`config.mk`:
```
export PLATFORM = sky130hd
export DESIGN_NAME = peripheral_apb4_slave_regfile
export DESIGN_NICKNAME = d
export VERILOG_FILES = /design/src/rtl/peripheral_apb4_pkg.sv /design/src/rtl/peripheral_apb4_wait_counter.sv /design/src/rtl/peripheral_apb4_slave_regfile.sv
export SDC_FILE = /design/constraint.sdc
export NUM_CORES = 1
export LEC_CHECK = 0
export CAP_MARGIN = 25
export CORE_MARGIN = 1
export CORE_UTILIZATION = 40
export DETAILED_ROUTE_END_ITERATION = 8
export GPL_TIMING_DRIVEN = 0
export PLACE_DENSITY_LB_ADDON = 0.08
export SYNTH_ARGS = -nofsm -noshare
export SYNTH_HDL_FRONTEND = slang
export SYNTH_HIERARCHICAL = 1
export SYNTH_SLANG_ARGS = --single-unit
export TNS_END_PERCENT = 10
```
`constraint.sdc`:
```
create_clock -name PCLK -period 16.6 [get_ports PCLK]
set_input_delay 3.32 -clock PCLK [delete_from_list [all_inputs] [get_ports PCLK]]
set_output_delay 3.32 -clock PCLK [all_outputs]
set_load 0.02 [all_outputs]
```
`src/rtl/peripheral_apb4_pkg.sv`:
```
// Shared APB4 completer definitions: bus widths, PPROT bit positions and
// the transfer-phase state encoding used by the wait-state sequencer.
package peripheral_apb4_pkg;

  localparam int unsigned HADDR_SIZE = 32;
  localparam int unsigned HDATA_SIZE = 32;
  localparam int unsigned PSTRB_SIZE = HDATA_SIZE / 8;

  localparam int unsigned PPROT_PRIV  = 0;
  localparam int unsigned PPROT_NSEC  = 1;
  localparam int unsigned PPROT_INSTR = 2;

  // Wide enough for the largest supported wait-state count (15)
  localparam int unsigned WAIT_CNT_W = 4;

  typedef enum logic {
    IDLE,
    ACCESS
  } apb_state_e;

endpackage

```
`src/rtl/peripheral_apb4_wait_counter.sv`:
```
// Transfer-phase sequencer: tracks setup/access and counts wait states,
// raising o_ready in the access cycle that is allowed to complete.
module peripheral_apb4_wait_counter #(
  parameter int unsigned WAIT_STATES = 1
) (
  input  logic i_clk,
  input  logic i_rst,
  input  logic i_psel,
  input  logic i_penable,
  output logic o_ready
);
  import peripheral_apb4_pkg::*;

  apb_state_e            r_state;
  apb_state_e            w_state_nxt;
  logic [WAIT_CNT_W-1:0] r_cnt;
  logic [WAIT_CNT_W-1:0] w_cnt_nxt;

  always_ff @(posedge i_clk or posedge i_rst) begin
    if (i_rst) begin
      r_state <= IDLE;
      r_cnt   <= '0;
    end else begin
      r_state <= w_state_nxt;
      r_cnt   <= w_cnt_nxt;
    end
  end

  always_comb begin
    w_state_nxt = r_state;
    w_cnt_nxt   = r_cnt;
    o_ready     = 1'b0;
    case (r_state)
      IDLE: begin
        // PENABLE high while idle is a protocol violation and is ignored
        if (i_psel && !i_penable) begin
          w_state_nxt = ACCESS;
          w_cnt_nxt   = WAIT_CNT_W'(WAIT_STATES);
        end
      end
      ACCESS: begin
        if (!i_psel) begin
          w_state_nxt = IDLE;
          w_cnt_nxt   = '0;
        end else if (r_cnt != '0) begin
          w_cnt_nxt = r_cnt - WAIT_CNT_W'(1);
        end else if (i_penable) begin
          o_ready     = 1'b1;
          w_state_nxt = IDLE;
        end
      end
      default: begin
        w_state_nxt = IDLE;
        w_cnt_nxt   = '0;
      end
    endcase
  end

endmodule

```
`src/rtl/peripheral_apb4_slave_regfile.sv`:
```
// APB4 completer with a byte-strobed register bank; the top index is a
// read-only counter of error-free transfers.
module peripheral_apb4_slave_regfile #(
  parameter int unsigned HADDR_SIZE  = peripheral_apb4_pkg::HADDR_SIZE,
  parameter int unsigned HDATA_SIZE  = peripheral_apb4_pkg::HDATA_SIZE,
  parameter int unsigned REG_COUNT   = 8,
  parameter int unsigned WAIT_STATES = 1
) (
  input  logic                    PCLK,
  input  logic                    PRESET,
  input  logic                    PSEL,
  input  logic                    PENABLE,
  input  logic [HADDR_SIZE-1:0]   PADDR,
  input  logic                    PWRITE,
  input  logic [HDATA_SIZE-1:0]   PWDATA,
  input  logic [HDATA_SIZE/8-1:0] PSTRB,
  input  logic [2:0]              PPROT,
  output logic [HDATA_SIZE-1:0]   PRDATA,
  output logic                    PREADY,
  output logic                    PSLVERR
);
  import peripheral_apb4_pkg::*;

  localparam int unsigned IDX_W  = $clog2(REG_COUNT);
  localparam int unsigned NBYTES = HDATA_SIZE / 8;

  logic                  w_ready;
  logic [IDX_W-1:0]      w_idx;
  logic                  w_oor;
  logic                  w_is_cnt;
  logic                  w_err;
  logic                  w_wr_en;
  logic                  w_done_ok;
  logic [HDATA_SIZE-1:0] w_rd_val;
  logic                  w_unused;

  logic [HDATA_SIZE-1:0] r_regs [REG_COUNT-1];
  logic [HDATA_SIZE-1:0] r_xfer_cnt;

  peripheral_apb4_wait_counter #(
    .WAIT_STATES (WAIT_STATES)
  ) u_wait (
    .i_clk     (PCLK),
    .i_rst     (PRESET),
    .i_psel    (PSEL),
    .i_penable (PENABLE),
    .o_ready   (w_ready)
  );

  assign w_idx    = PADDR[2 +: IDX_W];
  assign w_oor    = |PADDR[HADDR_SIZE-1:IDX_W+2];
  assign w_is_cnt = (w_idx == IDX_W'(REG_COUNT - 1));

  assign w_err = w_oor
               | (PWRITE  & (w_is_cnt | ~PPROT[PPROT_PRIV]))
               | (~PWRITE & (|PSTRB));

  assign w_done_ok = w_ready & ~w_err;
  assign w_wr_en   = w_done_ok & PWRITE;

  // Byte-lane alignment and the non-privilege PPROT bits play no part in decode
  assign w_unused = &{1'b0, PADDR[1:0], PPROT[PPROT_NSEC], PPROT[PPROT_INSTR]};

  always_ff @(posedge PCLK or posedge PRESET) begin
    if (PRESET) begin
      for (int unsigned i = 0; i < REG_COUNT - 1; i++) begin
        r_regs[i] <= '0;
      end
    end else if (w_wr_en) begin
      for (int unsigned i = 0; i < REG_COUNT - 1; i++) begin
        for (int unsigned b = 0; b < NBYTES; b++) begin
          if (w_idx == IDX_W'(i) && PSTRB[b]) begin
            r_regs[i][8*b +: 8] <= PWDATA[8*b +: 8];
          end
        end
      end
    end
  end

  always_ff @(posedge PCLK or posedge PRESET) begin
    if (PRESET) begin
      r_xfer_cnt <= '0;
    end else if (w_done_ok) begin
      r_xfer_cnt <= r_xfer_cnt + HDATA_SIZE'(1);
    end
  end

  always_comb begin
    w_rd_val = r_xfer_cnt;
    for (int unsigned i = 0; i < REG_COUNT - 1; i++) begin
      if (w_idx == IDX_W'(i)) begin
        w_rd_val = r_regs[i];
      end
    end
  end

  assign PREADY  = w_ready;
  assign PSLVERR = w_ready & w_err;
  assign PRDATA  = (w_done_ok & ~PWRITE) ? w_rd_val : '0;

endmodule

```
==> results of run 1 <==
==> area by class of cell <==
| class | instances | area, um^2 |
|---|---|---|
| tap | 402 | 503 |
| timing repair buffer | 113 | 1190 |
| sequential | 261 | 6530 |
| clock inverter | 7 | 63.8 |
| fill | 2814 | 16000 |
| multi-input combinational | 591 | 6090 |
| buffer | 46 | 193 |
| inverter | 7 | 33.8 |
| clock buffer | 47 | 926 |
==> registers in the layout, indices dropped and copies added, names as in the netlist <==
name / cells
r_regs: 224
r_xfer_cnt: 32
u_wait/r_cnt: 4
u_wait/r_state: 1
==> per-stage QoR <==
| stage | worst slack, ns | cell area (um^2) |
|---|---|---|
| after global routing | 5.73 | 15500 |
| after detailed placement | 5.81 | 14500 |
| after global placement | 2.38 | 14400 |
| after CTS | 5.80 | 15500 |
| after floorplan | 6.24 | 12800 |
| final | 5.86 | 15500 |
==> worst reg2reg max path: cells and delay by family, from the launching register on <==
| family | cells | cell delay [ns] |
|---|---|---|
| simple gates | 4 | 2.19 |
| buf+inv | 3 | 0.69 |
| mux | 1 | 0.42 |
| flops | 1 | 0.39 |
| fa+ha+maj | 1 | 0.23 |
==> cells by family after synthesis <==
group,after synthesis,share of synthesized area [%]
AO/OA/AOI/OAI,58,3.10
multiplexers,308,30.6
XOR/XNOR,31,2.11
adder cells (fa/ha/maj),2,0.195
flip-flops,261,50.9
buffers and inverters,53,1.71
AND/OR/NAND/NOR,192,11.4
==> metal layers <==
| layer | up-vias | track usage (%) | share of wire (%) |
|---|---|---|---|
| met5 | - | 0 | 0.035 |
| met4 | 2 | 4.64 | 1.9 |
| met3 | 50 | 3.00 | 3.4 |
| met2 | 161 | 35.2 | 48 |
| met1 | 4306 | 30.5 | 47 |
| li1 | 3713 | - | - |
==> path summary, 6_finish.rpt <==
check	depth (start not counted)	slack [ns]	start	to
min reg2reg	1	0.48	r_xfer_cnt[31]	r_xfer_cnt[31]
max	10	5.86	PADDR[7]	PRDATA[15]
max reg2reg	9	12.55	u_wait/r_cnt[0]	r_regs[14]
max in group asynchronous	3	12.54	PRESET	r_regs[165]
min	1	0.48	r_xfer_cnt[31]	r_xfer_cnt[31]
min in group asynchronous	2	3.14	PRESET	u_wait/r_cnt[1]
==> power by group <==
group	leakage, uW	internal [uW]	switching [uW]
clock	0.000493	395	261
sequential	0.00364	640	3.01
combinational	0.00290	40.9	64.2
==> layout by cell type, fill, tap and decap left out, types with 11 or more instances in the layout <==
cell               n
and3_1            11
clkbuf_1          37
clkbuf_16         31
clkdlybuf4s50_1  104
dfrtp_1          261
mux2_2           229
mux2i_1           34
mux4_2            45
nand2_1           21
nand3_1           20
nand4_1           19
nor2_1            37
nor4_4            28
o21ai_0           11
xnor2_1           31
==> impl_metrics.csv, run 1 <==
group,metric,value,unit
worst_setup_path,critical_path.max_stage_delay,0.87,ns
global_routing,grt_max_degree,123,
floorplan,initial_core_util,40.7,%
yosys,ys_seq_area_share,50.9,%
sta,max_slew_margin,30.9,%
yosys,synth-edff-count,0,
layout,antenna_cells,0,
yosys,yosys_warnings,6,
layout,syn2layout_area_growth,20.9,%
worst_setup_path,path_buf_inv,5,
sta,final_hold_viol_count,0,
layout,layoutNonFillerInstCount,1474,
clock_network,clkTransAtPathRegs,0.06,ns
pwr,total_power,1400,uW
routing,ant_nets,0,
worst_setup_path,worstPathArrival,7.42,ns
global_routing,grt_pass1_wl,53.6,mm
sta,finalSetupViolations,0,
pwr,power_density,90.4,nW/um^2
placed_design,placed_cells,1419,
run,drv_cap,0,
clock_network,cts.htree.levels,1,
sta,worstMarginPinSlew,1.03,ns
sta,rsz0062_at_grt,"no",
routing,dr.pass1.iters,5,
yosys,async_reset_ff_share,100,%
sta,timing.hold.ws,0.480,ns
floorplan,die_x,181,um
hold_path,hp-class,"register to register",
worst_setup_path,critPathMaxFanout,10,
yosys,syn_avg_cell_area,14.2,um^2
clock_network,cts_buffer_depth,3,
worst_setup_path,cp-end-kind,"output pin",
floorplan,core_area,31600,um^2
floorplan,pin_count,110,
yosys,synth_area_leaders,"dfrtp_1 (51%), mux2_2 (20%), mux4_2 (7.9%)",
placed_design,dp_hpwl,22.9,mm
global_routing,grt_pass1_vias,8728,
floorplan,fp.dieArea,32800,um^2
routing,vias,8232,
sta,slew_viol_final,0,
clock_network,cts_buffers,30,
clock_network,cts_tree,"built",
routing,routed_wl,34.0,mm
placed_design,port_buffers,104,
global_routing,grt_use_total,21.5,%
floorplan,rows,65,
yosys,ys_seq_elements,261,
placed_design,gp_congestion,0.807,
worst_setup_path,path_delay_family,"buffers and inverters",
sta,period_minus_slack,10.74,ns
yosys,synth_area,12800,um^2
clock_network,cts_resized,0,
yosys,synth_top_cell_by_area,"dfrtp_1",
worst_setup_path,timing_worst_setup_path_type,"primary input to output pin",
routing,viasPerCell,5.58,
worst_setup_path,critPathRequiredTime,13.28,ns
global_routing,antenna_found_initial,1,
yosys,synth_cells,905,
sta,fin_skew,0.0103,ns
outcome,status,"completed",
layout,drive_gt1_share,34.6,%
routing,wl_per_cell,23.1,um
clock_network,cts_sinks,261,
worst_setup_path,crit_top_cell,"clkbuf_1",
global_routing,overflow,0,
yosys,synth_top_cell_area_share,50.9,%
clock_network,root_buffer,"clkbuf_16",
floorplan,die_y,181,um
pwr,power.leakage,0.00704,uW
yosys,syn_nets,983,
routing,drtIter0Drc,442,
routing,drc,0,
sta,tns,0,ns
layout,nets,1128,
worst_setup_path,crit_path_top_delay_cell,"a2111oi_0",
yosys,synth.most_common_cell,"dfrtp_1",
worst_setup_path,cp_cell_sequence,"clkdlybuf4s50_1 > nor4_1 > nand4_1 > or2_2 > clkbuf_1 > or4b_1 > clkbuf_1 > clkbuf_1 > a2111oi_0 > clkdlybuf4s50_1",
yosys,synth_flop_cell,"dfrtp_1",
clock_network,hold_buffers,0,
worst_setup_path,worstSetupStartpointType,"primary input",
pwr,ir_drop,0.0768,mV
sta,layout_worst_path_cycle_share,64.7,%
yosys,synth_cell_types,46,
clock_network,post_cts_buffers,0,
clock_network,clk_latency,0.55,ns
sta,fmax,93.1,MHz
layout,final_core_util,49.2,%
yosys,yosys-top-cells-count,"dfrtp_1 (261), mux2_2 (229), mux4_2 (45)",
Note: power is estimated with default switching activity, not from simulation.
==> run 2, diff against run 1 <==
==> constraint.sdc (replaced) <==
create_clock -name PCLK -period 9.7 [get_ports PCLK]
set_input_delay 1.94 -clock PCLK [delete_from_list [all_inputs] [get_ports PCLK]]
set_output_delay 1.94 -clock PCLK [all_outputs]
set_load 0.02 [all_outputs]
==> results of run 2 <==
Same layout as run 1 (identical final DEF). Status: completed.
Among the figures that moved: setup slack after placement 5.81 ns -> 1.67 ns; setup slack after layout 5.86 ns -> 1.72 ns; register-to-register setup slack 12.55 ns -> 5.65 ns; total power 1400 uW -> 2400 uW; worst IR drop on VDD 0.0768 mV -> 0.131 mV
